===== src/rtl/mm2axi4_burst_pkg.sv =====
// Shared definitions for the mm2axi4_burst bridge: AXI constants, FSM states
// and the AxSIZE helper.
package mm2axi4_burst_pkg;

  localparam logic [1:0] AXI_BURST_INCR = 2'b01;
  localparam logic [1:0] AXI_RESP_OKAY  = 2'b00;

  typedef enum logic [2:0] {
    ST_IDLE,
    ST_AW,
    ST_W,
    ST_B,
    ST_AR,
    ST_R,
    ST_DONE
  } state_t;

  // AxSIZE encoding for a data bus of the given width in bits.
  function automatic logic [2:0] axi_size(input int unsigned datalen);
    logic [2:0] s;
    s = '0;
    for (int unsigned i = 0; i < 8; i++) begin
      if ((32'd8 << i) == datalen) s = i[2:0];
    end
    return s;
  endfunction

endpackage


===== src/rtl/mm2axi4_burst_if.sv =====
// AXI4 master-side bus bundle between mm2axi4_burst and the memory controller.
interface mm2axi4_burst_if #(
  parameter int AXI4_IDLEN   = 4,
  parameter int AXI4_ADDRLEN = 27,
  parameter int AXI4_DATALEN = 32
) ();

  logic [AXI4_IDLEN-1:0]     m_axi_awid;
  logic [AXI4_ADDRLEN:0]     m_axi_awaddr;
  logic [7:0]                m_axi_awlen;
  logic [2:0]                m_axi_awsize;
  logic [1:0]                m_axi_awburst;
  logic                      m_axi_awvalid;
  logic                      m_axi_awready;
  logic [AXI4_DATALEN-1:0]   m_axi_wdata;
  logic [AXI4_DATALEN/8-1:0] m_axi_wstrb;
  logic                      m_axi_wlast;
  logic                      m_axi_wvalid;
  logic                      m_axi_wready;
  logic [1:0]                m_axi_bresp;
  logic                      m_axi_bvalid;
  logic                      m_axi_bready;
  logic [AXI4_IDLEN-1:0]     m_axi_arid;
  logic [AXI4_ADDRLEN:0]     m_axi_araddr;
  logic [7:0]                m_axi_arlen;
  logic [2:0]                m_axi_arsize;
  logic [1:0]                m_axi_arburst;
  logic                      m_axi_arvalid;
  logic                      m_axi_arready;
  logic [AXI4_DATALEN-1:0]   m_axi_rdata;
  logic [1:0]                m_axi_rresp;
  logic                      m_axi_rlast;
  logic                      m_axi_rvalid;
  logic                      m_axi_rready;

  modport master (
    output m_axi_awid, m_axi_awaddr, m_axi_awlen, m_axi_awsize, m_axi_awburst,
           m_axi_awvalid, m_axi_wdata, m_axi_wstrb, m_axi_wlast, m_axi_wvalid,
           m_axi_bready, m_axi_arid, m_axi_araddr, m_axi_arlen, m_axi_arsize,
           m_axi_arburst, m_axi_arvalid, m_axi_rready,
    input  m_axi_awready, m_axi_wready, m_axi_bresp, m_axi_bvalid,
           m_axi_arready, m_axi_rdata, m_axi_rresp, m_axi_rlast, m_axi_rvalid
  );

  modport slave (
    input  m_axi_awid, m_axi_awaddr, m_axi_awlen, m_axi_awsize, m_axi_awburst,
           m_axi_awvalid, m_axi_wdata, m_axi_wstrb, m_axi_wlast, m_axi_wvalid,
           m_axi_bready, m_axi_arid, m_axi_araddr, m_axi_arlen, m_axi_arsize,
           m_axi_arburst, m_axi_arvalid, m_axi_rready,
    output m_axi_awready, m_axi_wready, m_axi_bresp, m_axi_bvalid,
           m_axi_arready, m_axi_rdata, m_axi_rresp, m_axi_rlast, m_axi_rvalid
  );

endinterface


===== src/rtl/mm2axi4_burst.sv =====
// Simple memory-mapped master to AXI4 INCR burst bridge with per-cycle beat
// streaming, 4 KB / length rejection and a sticky error flag.
module mm2axi4_burst
  import mm2axi4_burst_pkg::*;
#(
  parameter int AXI4_IDLEN   = 4,
  parameter int AXI4_ADDRLEN = 27,
  parameter int AXI4_DATALEN = 32,
  parameter int MAX_LEN      = 255
) (
  input  logic                    clk,
  input  logic                    rst_n,
  input  logic [31:0]             a,
  input  logic [AXI4_DATALEN-1:0] d,
  input  logic                    we,
  input  logic                    rd,
  input  logic                    burst_en,
  input  logic [7:0]              burst_length,
  output logic [AXI4_DATALEN-1:0] spo,
  output logic                    beat,
  output logic                    ready,
  output logic                    irq,
  mm2axi4_burst_if.master         m_axi
);

  localparam int unsigned NBYTES = AXI4_DATALEN / 8;
  localparam logic [2:0]  SIZE   = axi_size(AXI4_DATALEN);

  state_t                state;
  logic [7:0]            cnt;
  logic [7:0]            len_q;
  logic [AXI4_ADDRLEN:0] addr_q;
  logic                  awvalid_q, wvalid_q, bready_q, arvalid_q, rready_q;
  logic                  r_beat_q;

  logic [31:0] a_al;
  logic [7:0]  req_len;
  logic [15:0] span_end;
  logic        reject;
  logic        unused_addr;

  assign a_al        = a & ~(32'(NBYTES - 1));
  assign req_len     = burst_en ? burst_length : 8'd0;
  assign span_end    = 16'(a_al[11:0]) + ((16'(req_len) + 16'd1) << SIZE);
  assign reject      = (span_end > 16'd4096) || (32'(req_len) > 32'(MAX_LEN));
  assign unused_addr = ^a_al[31:AXI4_ADDRLEN+1];

  assign m_axi.m_axi_awid    = '0;
  assign m_axi.m_axi_awaddr  = addr_q;
  assign m_axi.m_axi_awlen   = len_q;
  assign m_axi.m_axi_awsize  = SIZE;
  assign m_axi.m_axi_awburst = AXI_BURST_INCR;
  assign m_axi.m_axi_awvalid = awvalid_q;
  assign m_axi.m_axi_wdata   = d;
  assign m_axi.m_axi_wstrb   = '1;
  assign m_axi.m_axi_wlast   = wvalid_q && (cnt == len_q);
  assign m_axi.m_axi_wvalid  = wvalid_q;
  assign m_axi.m_axi_bready  = bready_q;
  assign m_axi.m_axi_arid    = '0;
  assign m_axi.m_axi_araddr  = addr_q;
  assign m_axi.m_axi_arlen   = len_q;
  assign m_axi.m_axi_arsize  = SIZE;
  assign m_axi.m_axi_arburst = AXI_BURST_INCR;
  assign m_axi.m_axi_arvalid = arvalid_q;
  assign m_axi.m_axi_rready  = rready_q;

  // Write beats strobe in the handshake cycle; read beats one cycle later with spo.
  assign beat = (wvalid_q && m_axi.m_axi_wready) || r_beat_q;

  always_ff @(posedge clk) begin
    if (!rst_n) begin
      state     <= ST_IDLE;
      cnt       <= '0;
      len_q     <= '0;
      addr_q    <= '0;
      awvalid_q <= 1'b0;
      wvalid_q  <= 1'b0;
      bready_q  <= 1'b0;
      arvalid_q <= 1'b0;
      rready_q  <= 1'b0;
      r_beat_q  <= 1'b0;
      ready     <= 1'b0;
      irq       <= 1'b0;
      spo       <= '0;
    end else begin
      r_beat_q <= 1'b0;
      ready    <= 1'b0;
      case (state)
        ST_IDLE: begin
          if (we || rd) begin
            cnt    <= '0;
            len_q  <= req_len;
            addr_q <= a_al[AXI4_ADDRLEN:0];
            irq    <= reject;
            if (reject) begin
              ready <= 1'b1;
              state <= ST_DONE;
            end else if (we) begin
              awvalid_q <= 1'b1;
              state     <= ST_AW;
            end else begin
              arvalid_q <= 1'b1;
              state     <= ST_AR;
            end
          end
        end
        ST_AW: begin
          if (m_axi.m_axi_awready) begin
            awvalid_q <= 1'b0;
            wvalid_q  <= 1'b1;
            state     <= ST_W;
          end
        end
        ST_W: begin
          if (m_axi.m_axi_wready) begin
            cnt <= cnt + 8'd1;
            if (cnt == len_q) begin
              wvalid_q <= 1'b0;
              bready_q <= 1'b1;
              state    <= ST_B;
            end
          end
        end
        ST_B: begin
          if (m_axi.m_axi_bvalid) begin
            bready_q <= 1'b0;
            if (m_axi.m_axi_bresp != AXI_RESP_OKAY) irq <= 1'b1;
            ready <= 1'b1;
            state <= ST_DONE;
          end
        end
        ST_AR: begin
          if (m_axi.m_axi_arready) begin
            arvalid_q <= 1'b0;
            rready_q  <= 1'b1;
            state     <= ST_R;
          end
        end
        ST_R: begin
          // rready drops after the final beat; the next cycle presents spo, then DONE.
          if (rready_q) begin
            if (m_axi.m_axi_rvalid) begin
              spo      <= m_axi.m_axi_rdata;
              r_beat_q <= 1'b1;
              cnt      <= cnt + 8'd1;
              if (m_axi.m_axi_rresp != AXI_RESP_OKAY) irq <= 1'b1;
              if (m_axi.m_axi_rlast || (cnt == len_q)) begin
                rready_q <= 1'b0;
                if (m_axi.m_axi_rlast != (cnt == len_q)) irq <= 1'b1;
              end
            end
          end else begin
            ready <= 1'b1;
            state <= ST_DONE;
          end
        end
        ST_DONE: state <= ST_IDLE;
        default: state <= ST_IDLE;
      endcase
    end
  end

endmodule


===== src/flat_wrapper.sv =====
// flat-port wrapper written by rule: the top's interface ports become plain ports
module mm2axi4_burst_flat import mm2axi4_burst_pkg::*;
#(
  parameter int AXI4_IDLEN   = 4,
  parameter int AXI4_ADDRLEN = 27,
  parameter int AXI4_DATALEN = 32,
  parameter int MAX_LEN      = 255
)
  (clk, rst_n, a, d, we, rd, burst_en, burst_length, spo, beat, ready, irq, m_axi_m_axi_awid, m_axi_m_axi_awaddr, m_axi_m_axi_awlen, m_axi_m_axi_awsize, m_axi_m_axi_awburst, m_axi_m_axi_awvalid, m_axi_m_axi_wdata, m_axi_m_axi_wstrb, m_axi_m_axi_wlast, m_axi_m_axi_wvalid, m_axi_m_axi_bready, m_axi_m_axi_arid, m_axi_m_axi_araddr, m_axi_m_axi_arlen, m_axi_m_axi_arsize, m_axi_m_axi_arburst, m_axi_m_axi_arvalid, m_axi_m_axi_rready, m_axi_m_axi_awready, m_axi_m_axi_wready, m_axi_m_axi_bresp, m_axi_m_axi_bvalid, m_axi_m_axi_arready, m_axi_m_axi_rdata, m_axi_m_axi_rresp, m_axi_m_axi_rlast, m_axi_m_axi_rvalid);
  mm2axi4_burst_if #(.AXI4_IDLEN(AXI4_IDLEN), .AXI4_ADDRLEN(AXI4_ADDRLEN), .AXI4_DATALEN(AXI4_DATALEN)) m_axi_i ();
  input  logic clk;
  input  logic rst_n;
  input  logic [31:0] a;
  input  logic [AXI4_DATALEN-1:0] d;
  input  logic we;
  input  logic rd;
  input  logic burst_en;
  input  logic [7:0] burst_length;
  output logic [AXI4_DATALEN-1:0] spo;
  output logic beat;
  output logic ready;
  output logic irq;
  output wire logic [$bits(m_axi_i.m_axi_awid)-1:0] m_axi_m_axi_awid;
  output wire logic [$bits(m_axi_i.m_axi_awaddr)-1:0] m_axi_m_axi_awaddr;
  output wire logic [$bits(m_axi_i.m_axi_awlen)-1:0] m_axi_m_axi_awlen;
  output wire logic [$bits(m_axi_i.m_axi_awsize)-1:0] m_axi_m_axi_awsize;
  output wire logic [$bits(m_axi_i.m_axi_awburst)-1:0] m_axi_m_axi_awburst;
  output wire logic [$bits(m_axi_i.m_axi_awvalid)-1:0] m_axi_m_axi_awvalid;
  output wire logic [$bits(m_axi_i.m_axi_wdata)-1:0] m_axi_m_axi_wdata;
  output wire logic [$bits(m_axi_i.m_axi_wstrb)-1:0] m_axi_m_axi_wstrb;
  output wire logic [$bits(m_axi_i.m_axi_wlast)-1:0] m_axi_m_axi_wlast;
  output wire logic [$bits(m_axi_i.m_axi_wvalid)-1:0] m_axi_m_axi_wvalid;
  output wire logic [$bits(m_axi_i.m_axi_bready)-1:0] m_axi_m_axi_bready;
  output wire logic [$bits(m_axi_i.m_axi_arid)-1:0] m_axi_m_axi_arid;
  output wire logic [$bits(m_axi_i.m_axi_araddr)-1:0] m_axi_m_axi_araddr;
  output wire logic [$bits(m_axi_i.m_axi_arlen)-1:0] m_axi_m_axi_arlen;
  output wire logic [$bits(m_axi_i.m_axi_arsize)-1:0] m_axi_m_axi_arsize;
  output wire logic [$bits(m_axi_i.m_axi_arburst)-1:0] m_axi_m_axi_arburst;
  output wire logic [$bits(m_axi_i.m_axi_arvalid)-1:0] m_axi_m_axi_arvalid;
  output wire logic [$bits(m_axi_i.m_axi_rready)-1:0] m_axi_m_axi_rready;
  input wire logic [$bits(m_axi_i.m_axi_awready)-1:0] m_axi_m_axi_awready;
  input wire logic [$bits(m_axi_i.m_axi_wready)-1:0] m_axi_m_axi_wready;
  input wire logic [$bits(m_axi_i.m_axi_bresp)-1:0] m_axi_m_axi_bresp;
  input wire logic [$bits(m_axi_i.m_axi_bvalid)-1:0] m_axi_m_axi_bvalid;
  input wire logic [$bits(m_axi_i.m_axi_arready)-1:0] m_axi_m_axi_arready;
  input wire logic [$bits(m_axi_i.m_axi_rdata)-1:0] m_axi_m_axi_rdata;
  input wire logic [$bits(m_axi_i.m_axi_rresp)-1:0] m_axi_m_axi_rresp;
  input wire logic [$bits(m_axi_i.m_axi_rlast)-1:0] m_axi_m_axi_rlast;
  input wire logic [$bits(m_axi_i.m_axi_rvalid)-1:0] m_axi_m_axi_rvalid;
  assign m_axi_m_axi_awid = m_axi_i.m_axi_awid;
  assign m_axi_m_axi_awaddr = m_axi_i.m_axi_awaddr;
  assign m_axi_m_axi_awlen = m_axi_i.m_axi_awlen;
  assign m_axi_m_axi_awsize = m_axi_i.m_axi_awsize;
  assign m_axi_m_axi_awburst = m_axi_i.m_axi_awburst;
  assign m_axi_m_axi_awvalid = m_axi_i.m_axi_awvalid;
  assign m_axi_m_axi_wdata = m_axi_i.m_axi_wdata;
  assign m_axi_m_axi_wstrb = m_axi_i.m_axi_wstrb;
  assign m_axi_m_axi_wlast = m_axi_i.m_axi_wlast;
  assign m_axi_m_axi_wvalid = m_axi_i.m_axi_wvalid;
  assign m_axi_m_axi_bready = m_axi_i.m_axi_bready;
  assign m_axi_m_axi_arid = m_axi_i.m_axi_arid;
  assign m_axi_m_axi_araddr = m_axi_i.m_axi_araddr;
  assign m_axi_m_axi_arlen = m_axi_i.m_axi_arlen;
  assign m_axi_m_axi_arsize = m_axi_i.m_axi_arsize;
  assign m_axi_m_axi_arburst = m_axi_i.m_axi_arburst;
  assign m_axi_m_axi_arvalid = m_axi_i.m_axi_arvalid;
  assign m_axi_m_axi_rready = m_axi_i.m_axi_rready;
  assign m_axi_i.m_axi_awready = m_axi_m_axi_awready;
  assign m_axi_i.m_axi_wready = m_axi_m_axi_wready;
  assign m_axi_i.m_axi_bresp = m_axi_m_axi_bresp;
  assign m_axi_i.m_axi_bvalid = m_axi_m_axi_bvalid;
  assign m_axi_i.m_axi_arready = m_axi_m_axi_arready;
  assign m_axi_i.m_axi_rdata = m_axi_m_axi_rdata;
  assign m_axi_i.m_axi_rresp = m_axi_m_axi_rresp;
  assign m_axi_i.m_axi_rlast = m_axi_m_axi_rlast;
  assign m_axi_i.m_axi_rvalid = m_axi_m_axi_rvalid;
  mm2axi4_burst #(.AXI4_IDLEN(AXI4_IDLEN), .AXI4_ADDRLEN(AXI4_ADDRLEN), .AXI4_DATALEN(AXI4_DATALEN), .MAX_LEN(MAX_LEN)) u_core (.clk(clk), .rst_n(rst_n), .a(a), .d(d), .we(we), .rd(rd), .burst_en(burst_en), .burst_length(burst_length), .spo(spo), .beat(beat), .ready(ready), .irq(irq), .m_axi(m_axi_i));
endmodule

===== config.mk =====
export PLATFORM = sky130hd
export DESIGN_NAME = mm2axi4_burst_flat
export DESIGN_NICKNAME = d
export VERILOG_FILES = /design/src/rtl/mm2axi4_burst_pkg.sv /design/src/rtl/mm2axi4_burst_if.sv /design/src/rtl/mm2axi4_burst.sv /design/src/flat_wrapper.sv
export SDC_FILE = /design/constraint.sdc
export NUM_CORES = 1
export LEC_CHECK = 0
export BUFFER_PORTS_ARGS = -buffer_cell sky130_fd_sc_hd__buf_2
export CAP_MARGIN = 20
export CORE_AREA = 2 2 111 113
export DETAILED_ROUTE_END_ITERATION = 7
export DIE_AREA = 0 0 113 115
export PLACE_DENSITY = 0.74
export SLEW_MARGIN = 20
export SYNTH_ARGS = -nofsm -noshare
export SYNTH_HDL_FRONTEND = slang
export SYNTH_SLANG_ARGS = --single-unit

===== constraint.sdc =====
create_clock -name clk -period 3.1 [get_ports clk]
set_input_delay 0.155 -clock clk [delete_from_list [all_inputs] [get_ports clk]]
set_output_delay 0.155 -clock clk [all_outputs]
set_load 0.01 [all_outputs]

* Word-level counts from Yosys, hierarchy flattened
Index checks and enable logic that the tools add are counted. Widths: inputs -> output; s select.
Word-level totals: register bits 85, bits in latches 0, bits in writable memories 0, bits in read-only memories 0, input port bits 119, output and inout port bits 167, word-level logic and storage cells 117, memories 0
Operators by class: $add $sub $neg 3, $mul 0, div/mod/pow operators 0, magnitude comparators 1, equality and inequality tests 20, shifts and indexed selects 0, muxes and demuxes 54, bitwise gates (word level) 0, reductions and logical operators 26
Operators with widths (number):
- $mux 8 | 5
- $mux 1 | 31
- $mux 3 | 9
- $pmux 8 s3 | 1
- $ne 2x2->1 const B | 9
- $pmux 3 s6 | 1
- $add 12x16->16 | 1
- $gt 16x13->1 const B | 1
- $reduce_and 5->1 | 3
- $reduce_bool 2->1 | 7
- $pmux 1 s2 | 5
- $add 8x1->9 const B | 1
- $add 8x1->8 const B | 1
- $eq 8x8->1 | 1
- $ne 2x1->1 const B | 4
- $reduce_and 4->1 | 2
- $reduce_and 7->1 | 1
- $eq 3x2->1 const B | 2
- $eq 3x3->1 const B | 2
- $pmux 1 s3 | 2
- $reduce_and 3->1 | 2
- $reduce_and 6->1 | 1
- $reduce_bool 3->1 | 2
- $reduce_and 2->1 | 2
- 5 further kinds | 8

* Depth between registers and ports, before layout
Gate-level depths: netlist (run 1).
depth after elaboration 7, mapped depth 15, depth with buffers taken out 14

* Worst setup path after synthesis (run 1)
OpenSTA, ideal clock, no wires.
path type input to register, from in burst_length[1], to reg u_core.awvalid_q, in the netlist u_core.m_axi.m_axi_awvalid, library setup time 0.116 ns, arrival time 2.514 ns, required time 2.984 ns, setup slack 0.469 ns, stages on the path 13, buffers on the path 0, cells stage by stage and2_1 ha_1 nand3_1 xnor2_1 and2_1 ha_1 a21oi_1 o31ai_4 a31oi_1 xor2_2 a31oi_2 a22oi_1 o211a_1
On the way: longest elaborated chain between the ends 6
RTL lines:
- from (decl) | line flat_wrapper.sv:18 | input logic [7:0] burst_length;
- $mux 8 | line mm2axi4_burst.sv:43 | assign req_len = burst_en ? burst_length : 8'd0;
- $add 8x1->9 | line mm2axi4_burst.sv:44 | assign span_end = 16'(a_al[11:0]) + ((16'(req_len) + 16'd1) << SIZE);
- $add 12x16->16 | line mm2axi4_burst.sv:44
- $gt 16x13->1 | line mm2axi4_burst.sv:45 | assign reject = (span_end > 16'd4096) || (32'(req_len) > 32'(MAX_LEN));
- $ne 2x2->1 (no source line)
- $reduce_and 5->1 (no source line)
- to (signal assigned) | line mm2axi4_burst.sv:76 | awvalid_q <= 1'b0;
- to (signal assigned) | line mm2axi4_burst.sv:99 | awvalid_q <= 1'b1;
- to (signal assigned) | line mm2axi4_burst.sv:109 | awvalid_q <= 1'b0;
- to (decl) | line mm2axi4_burst.sv:33 | logic awvalid_q, wvalid_q, bready_q, arvalid_q, rready_q;
Every way passes these cells. A chain may end at the register's enable or synchronous reset.

* Worst setup path after layout (run 1)
from in burst_en, to reg u_core.ready
On the way: longest elaborated chain between the ends 7
RTL lines:
- from (decl) | line flat_wrapper.sv:17 | input logic burst_en;
- $mux 8 | line mm2axi4_burst.sv:43
- net u_core.req_len[1] | line mm2axi4_burst.sv:37 | logic [7:0] req_len;
- $add 8x1->9 | line mm2axi4_burst.sv:44
- $add 12x16->16 | line mm2axi4_burst.sv:44
- $gt 16x13->1 | line mm2axi4_burst.sv:45
- $mux 1 | line mm2axi4_burst.sv:95 | if (reject) begin
- $mux 1 | line mm2axi4_burst.sv:90 | if (we || rd) begin
- $pmux 1 s3 | line mm2axi4_burst.sv:88 | case (state)
- to (signal assigned) | line mm2axi4_burst.sv:82 | ready <= 1'b0;
- to (signal assigned) | line mm2axi4_burst.sv:87 | ready <= 1'b0;
- to (signal assigned) | line mm2axi4_burst.sv:96 | ready <= 1'b1;
- to (decl) | line mm2axi4_burst.sv:21 | output logic ready,
The timed path passes the listed nets, and every way through them passes these cells.

==> metrics.log, run 1 <==
INFO  metric status = finished with violations
INFO  metric failing_checks = DRC
INFO  metric final_util = 47.1%
INFO  metric synth_enable_flop_cells = 0
INFO  metric netlist_area = 0.00478 mm²
INFO  metric area_growth = 16.3%
INFO  metric netlist_cell_types = 63
INFO  metric timing.final.hold_violations = 0
INFO  metric root_buffer = sky130_fd_sc_hd__clkbuf_16
INFO  metric design.die.area = 0.0130 mm²
INFO  metric drt_pass1_iterations = 6
INFO  metric grt_antenna_before_repair = 0
INFO  metric route.detailed.drc = 10
INFO  metric slew_headroom = 33.7%
INFO  metric static-leakage-power = 2.67 nW
INFO  metric cts.htree.levels = 3
INFO  metric mostFrequentLayoutCell = sky130_fd_sc_hd__buf_2
INFO  metric p_int = 0.00235 W
INFO  metric setup_tns = 0 ns
INFO  metric synth.avg_cell_area = 7.85 µm²
INFO  metric yosysWarnings = 0
INFO  metric worst_path_largest_cell_delay = 0.50 ns
INFO  metric setup-violations-final = 0
INFO  metric worstSetupEndpointType = flop
INFO  metric cts-root-to-sink-buffers = 2
INFO  metric die_y_extent = 115 µm
INFO  metric pin_count = 286
INFO  metric place.gp.congestion = 0.895
INFO  metric post_cts_clock_slew_at_the_launch_and_capture_registers_of_the_worst_setup_and_hold_paths = 0.07 ns
INFO  metric via_count_of_the_first_global_routing_pass = 3,516
INFO  metric ys_dominant_reg_cell = sky130_fd_sc_hd__dfxtp_1
INFO  metric synth.ff_latch_count = 85
INFO  metric netlist_instances = 609
INFO  metric path_max_fanout = 6
INFO  metric tritoncts = done
INFO  metric finalCritPeriodShare = 86.5%
INFO  metric largest_net_degree_at_the_start_of_global_routing = 43
INFO  metric first_iter_violations = 225
INFO  metric portBuffers = 189
INFO  metric post_synth_main_area_contributors = sky130_fd_sc_hd__dfxtp_1 (36%), sky130_fd_sc_hd__buf_4 (14%), sky130_fd_sc_hd__nand2_1 (11%)
INFO  metric post_route_cells_drive_above_1_share = 32.2%
INFO  metric routedWlPerCell = 13.6 µm
INFO  metric clockPowerShare = 27.6%
INFO  metric insertedDiodeCount = 0
INFO  metric clock_skew_after_layout = 0.00559 ns
INFO  metric core_area = 0.0118 mm²
INFO  metric cts_sinks = 85
INFO  metric fin_total_pwr = 0.00378 W
INFO  metric routed_wirelength = 11,800 µm
INFO  metric worst_pin_slew = 0.990 ns
INFO  metric placementRows = 40
INFO  metric max_rail_drop_vdd = 0.307 mV
INFO  metric layout.cells.most_common_list = sky130_fd_sc_hd__buf_2 (189), sky130_fd_sc_hd__nand2_1 (144), sky130_fd_sc_hd__dfxtp_1 (85)
INFO  metric critPathSlowestCell = sky130_fd_sc_hd__a311oi_1
INFO  metric layout_min_cycle_time = 2.68 ns
INFO  metric grt_setup_unrepaired = no
INFO  metric hp-class = in2reg
INFO  metric power_switching_share = 37.9%
INFO  metric dp_hpwl = 8780 µm
INFO  metric total_global_routing_track_utilization = 17.2%
INFO  metric initial_core_util = 40.5%
INFO  metric final_design_area_no_fill = 0.00556 mm²
INFO  metric post_cts.resized_instances = 0
INFO  metric p_comb_share = 35.1%
INFO  metric layout_filler_cell_count = 1,244
INFO  metric worst_ep_arrival_time = 2.95 ns
INFO  metric hold_buffers = 0
INFO  metric yosys_top_cell_by_area = sky130_fd_sc_hd__dfxtp_1
INFO  metric chipWidth = 113 µm
INFO  metric timing_worst_setup_path_type = in2reg
INFO  metric cts_post_setup_buffers_inserted = 0
INFO  metric ant_nets = 0
INFO  metric cap_viol_max_count = 0
INFO  metric fmax = 373 MHz
INFO  metric worstPathCellList = buf_2 > and2_1 > ha_1 > nand3_1 > xnor2_1 > and2_1 > ha_1 > a21oi_1 > o31ai_4 > a31oi_1 > xor2_2 > a311oi_1 > a22oi_1 > nor2_1
INFO  metric nNetsFinal = 853
INFO  metric vias = 4,150
INFO  metric overflow = 0
INFO  metric clkLatencyLatePin = 0.33 ns
INFO  metric synthDominantCellAreaShare = 35.6%
INFO  metric worst_ep_required_time = 3.37 ns
INFO  metric start_kind = input port
INFO  metric power.sequential.fraction = 37.3%
INFO  metric cts_made_buffers = 9
INFO  metric grt_first_pass_wirelength = 18,000 µm
INFO  metric share_of_async_settable_or_async_resettable_flops_after_synthesis = 0%
INFO  metric vias_per_cell = 4.76
INFO  metric cellPowerDensity = 680 mW/mm²
INFO  metric ys_seq_area_share = 35.6%
INFO  metric slew_violations = 0
INFO  metric dpl-instance-area = 0.00527 mm²
INFO  metric power_switching = 0.00143 W
critical path, delay by kind of cell:
kind | cells | cell delay, ns
AO/OA/AOI/OAI | 5 | 1.31
XOR/XNOR | 2 | 0.30
adder cells (fa/ha/maj) | 2 | 0.56
buffers and inverters | 1 | 0.11
AND/OR/NAND/NOR | 4 | 0.53
flip-flops by register name (all words and copies together) (netlist names):
name and count:
u_core.r_beat_q 1, u_core.m_axi.m_axi_rready 1, u_core.m_axi.m_axi_arvalid 1, u_core.m_axi.m_axi_awvalid 1, u_core.m_axi.m_axi_arlen 8, u_core.state 3
u_core.cnt 8, u_core.m_axi.m_axi_wvalid 1, u_core.m_axi.m_axi_bready 1, u_core.irq 1, u_core.spo 32, u_core.ready 1
u_core.m_axi.m_axi_araddr 26
per-layer routing:
| metal | GRT usage (%) | share of wire (%) | up-vias |
|---|---|---|---|
| met5 | 0 | 0 | - |
| met4 | 5.53 | 0.94 | 0 |
| met3 | 3.43 | 6.3 | 14 |
| met2 | 27.2 | 47 | 142 |
| met1 | 23.8 | 46 | 1867 |
| li1 | - | - | 2127 |
logic make-up (layout without fill, tap and decap cells):
logic type / after synthesis / count (layout) / synth area share (%)
and+or+nand+nor: 233 / 233 / 21.7
buffers and inverters: 130 / 221 / 17.6
AOI/OAI and AO/OA: 117 / 117 / 15.7
DFF: 85 / 85 / 35.6
xor gates and xnor gates: 24 / 24 / 4.55
adders and majority gates: 15 / 15 / 4.08
muxes: 3 / 3 / 0.628
other: 2 / 26 / 0.157
final timing paths:
kind                                start                                          to  slack, ns  cells after the start
max                              burst_en                     u_core.ready$_SDFF_PN0_       0.42                     14
min reg2reg   u_core.spo[13]$_SDFFE_PN0P_                 u_core.spo[13]$_SDFFE_PN0P_       0.45                      2
min                 m_axi_m_axi_rdata[27]                 u_core.spo[27]$_SDFFE_PN0P_       0.05                      3
max reg2reg  u_core.state[2]$_SDFFE_PN0P_  u_core.m_axi.m_axi_araddr[19]$_SDFFE_PN0P_       0.83                      5
area by class of cell:
cell class | count | area, µm² | share of cell area, %
Multi-Input combinational cell | 418 | 2350 | 42.2
Inverter | 9 | 33.8 | 0.608
Clock buffer | 11 | 253 | 4.55
Sequential cell | 85 | 1700 | 30.6
Timing Repair Buffer | 196 | 998 | 18.0
Clock inverter | 5 | 41.3 | 0.743
Tap cell | 147 | 184 | 3.31
stage by stage:
stage	hold WS, ns	setup WS, ns	std cells
global route	0.0400	0.169	871
detailed placement	0.310	0.0811	855
floorplan	0.288	0.469	633
CTS	0.0418	0.432	871
global placement	0.310	0.167	855
finish	0.0528	0.420	871
power by group through the flow:
stage	combinational, W	clock, W	sequential, W
finish	0.00133	0.00104	0.00141
global route	0.00148	0.00113	0.00144
CTS	0.00135	0.00107	0.00141
detailed placement	0.00134	0	0.00143
global placement	0.00132	0	0.00143
floorplan	0.00105	0	0.00142
cells in the mapped netlist, drive strengths merged (2+ instances only):
cell type  number
a211oi          2
a21o            3
a21oi          78
a22oi           3
a31oi           6
and2            7
and3            3
and4            3
buf            96
clkbuf         25
conb            2
dfxtp          85
ha             14
inv             9
mux2i           3
nand2         145
nand3          22
nand4           2
nor2           30
nor3            6
nor3b           3
nor4            4
o21a            3
o21ai           5
o221ai          2
o22ai           2
xnor2           7
xor2           17
No activity file was read; power rests on OpenSTA's default activity.
==> inputs of run 2 (changes only) <==
- BUFFER_PORTS_ARGS: -buffer_cell sky130_fd_sc_hd__buf_2 -> default
- CORE_AREA: 2 2 111 113 -> 2 2 110 112
- DIE_AREA: 0 0 113 115 -> 0 0 112 114
- DONT_BUFFER_PORTS: default -> 1
- PLACE_DENSITY: 0.74 -> 0.54
==> metrics.log, run 2 (same netlist as run 1, synthesis figures left out) <==
INFO  metric whs = 0.00432 ns
INFO  metric min_from = burst_en
INFO  metric root_buffer = sky130_fd_sc_hd__clkbuf_16
INFO  metric cts.htree.levels = 3
INFO  metric largest_net_degree_at_the_start_of_global_routing = 41
INFO  metric layout_min_cycle_time = 2.63 ns
INFO  metric path_max_fanout = 35
INFO  metric grt_setup_unrepaired = no
INFO  metric insertedDiodeCount = 0
INFO  metric routed_wirelength = 11,700 µm
INFO  metric cts-root-to-sink-buffers = 2
INFO  metric cap_viol_max_count = 0
INFO  metric worst_path_largest_cell_delay = 0.62 ns
INFO  metric grt_antenna_before_repair = 0
INFO  metric area_growth = 11.3%
INFO  metric worstSetupEndpointType = flop
INFO  metric core_area = 0.0117 mm²
INFO  metric mostFrequentLayoutCell = sky130_fd_sc_hd__nand2_1
INFO  metric drt_pass1_iterations = 4
INFO  metric rr_startpoint = u_core.state[2]$_SDFFE_PN0P_
INFO  metric total_global_routing_track_utilization = 17.6%
INFO  metric die_y_extent = 114 µm
INFO  metric via_count_of_the_first_global_routing_pass = 3,508
INFO  metric pin_count = 286
INFO  metric tritoncts = done
INFO  metric regToRegEndpoint = u_core.m_axi.m_axi_arlen[6]$_SDFFE_PN0P_
INFO  metric final_design_area_no_fill = 0.00532 mm²
INFO  metric regMostFlops = u_core.spo
INFO  metric start_kind = flop
INFO  metric timing_worst_setup_path_type = reg2reg
INFO  metric nNetsFinal = 728
INFO  metric multiInputGateArea = 0.00234 mm²
INFO  metric critPathSlowestCell = sky130_fd_sc_hd__nor3_2
INFO  metric clkLatencyLatePin = 0.34 ns
INFO  metric setup-violations-final = 0
INFO  metric fmax = 380 MHz
INFO  metric cellPowerDensity = 717 mW/mm²
INFO  metric post_cts.resized_instances = 0
INFO  metric worst-r2r-setup-slack = 0.47 ns
INFO  metric vias_per_cell = 5.10
INFO  metric portBuffers = 0
INFO  metric placementRows = 40
INFO  metric slew_headroom = 34.9%
INFO  metric worst_pin_slew = 0.972 ns
INFO  metric post_cts_clock_slew_at_the_launch_and_capture_registers_of_the_worst_setup_and_hold_paths = 0.06 ns
INFO  metric cpLargestDelayFamily = simple AND/OR/NAND/NOR gates
INFO  metric vias = 3,806
INFO  metric grt_first_pass_wirelength = 17,900 µm
INFO  metric clock_skew_after_layout = 0.00659 ns
INFO  metric cts_post_setup_buffers_inserted = 0
INFO  metric post_route_cells_drive_above_1_share = 6.84%
INFO  metric status = complete, no violations
INFO  metric static-leakage-power = 2.07 nW
INFO  metric timing.final.hold_violations = 0
INFO  metric route.detailed.drc = 0
INFO  metric flip_flop_count_of_the_largest_register_after_layout = 32
INFO  metric cts_made_buffers = 9
INFO  metric cp_num_buf_inv = 2
INFO  metric chipWidth = 112 µm
INFO  metric routedWlPerCell = 15.6 µm
INFO  metric overflow = 0
INFO  metric worst_ep_arrival_time = 2.90 ns
INFO  metric first_iter_violations = 147
INFO  metric layout.cells.most_common_list = sky130_fd_sc_hd__nand2_1 (144), sky130_fd_sc_hd__dfxtp_1 (85), sky130_fd_sc_hd__a21oi_1 (76)
INFO  metric dp_hpwl = 7940 µm
INFO  metric slew_violations = 0
INFO  metric worstPathCellList = nor3_2 > nor2b_2 > buf_4 > nand3_1 > dlygate4sd3_1 > a21oi_1
INFO  metric cts_sinks = 85
INFO  metric layout_filler_cell_count = 1,150
INFO  metric initial_core_util = 40.8%
INFO  metric design.die.area = 0.0128 mm²
INFO  metric setup_tns = 0 ns
INFO  metric ant_nets = 0
INFO  metric hold_end = u_core.m_axi.m_axi_arlen[2]$_SDFFE_PN0P_
INFO  metric whs_path_depth = 2
INFO  metric worst_ep_required_time = 3.37 ns
INFO  metric finalCritPeriodShare = 85.0%
INFO  metric hp-class = in2reg
INFO  metric place.gp.congestion = 0.787
INFO  metric max_rail_drop_vdd = 0.491 mV
INFO  metric final-seq-area = 0.00170 mm²
INFO  metric reg2regPathDepth = 6
INFO  metric dpl-instance-area = 0.00429 mm²
-- run 2: cell types whose count changed in the layout (fill, tap and decap cells not counted), sizes merged --
| cell | previous run | this run |
|---|---|---|
| buf | 196 | 4 |
| inv | 11 | 9 |
| clkinvlp | 2 | 1 |
| dlygate4sd3 | 0 | 67 |
| bufinv | 0 | 3 |
-- run 2: worst max-delay path by stage --
stage	startpoint	endpoint	slack (ns)	cells past startpoint
floorplan	burst_length[1]	u_core.m_axi.m_axi_awvalid$_SDFFE_PN0P_	0.47	13
finish	u_core.state[2]$_SDFFE_PN0P_	u_core.m_axi.m_axi_arlen[6]$_SDFFE_PN0P_	0.47	6
CTS	u_core.state[2]$_SDFFE_PN0P_	u_core.m_axi.m_axi_arlen[6]$_SDFFE_PN0P_	0.53	6
detailed placement	burst_length[0]	u_core.m_axi.m_axi_awvalid$_SDFFE_PN0P_	0.19	14
global route	u_core.state[2]$_SDFFE_PN0P_	u_core.m_axi.m_axi_arlen[6]$_SDFFE_PN0P_	0.26	6
global placement	burst_length[0]	u_core.m_axi.m_axi_awvalid$_SDFFE_PN0P_	0.26	14
-- run 2: cell type report --
class	count	area share, %
sequential	85	32.0
multi-input combinational	418	44.0
inverter	9	0.635
clock inverter	5	2.00
tap	147	3.46
clock buffer	11	4.75
timing repair buffer	71	13.2
-- run 2: layer usage --
layer	vias to the layer above	track usage [%]	routed length (µm)
met2	161	29.8	5720
li1	1876	-	-
met5	-	0	0
met4	0	8.62	276
met3	23	5.53	940
met1	1746	20.3	4740
-- run 2: metrics by stage --
step / cells / total power, W / utilization, % / setup WS (ns)
global route: 746 / 0.00404 / 45.4 / 0.261
finish: 746 / 0.00382 / 45.4 / 0.465
detailed placement: 663 / 0.00250 / 36.7 / 0.187
global placement: 663 / 0.00247 / 36.7 / 0.257
CTS: 746 / 0.00386 / 45.4 / 0.529
floorplan: 633 / 0.00247 / - / 0.469
-- run 2: repair_timing --
item / 4_1_cts / 5_1_grt
endpoints found under the hold margin: 67 / 0
hold buffers: 67 / 0
setup endpoints to repair: 0 / 0
-- run 2: power by group --
part           switching (W)  internal (W)  leakage, nW
logic               0.000610      0.000378         1.21
clock network       0.000443      0.000832        0.172
registers           0.000311       0.00124        0.691
total                0.00136       0.00245         2.07
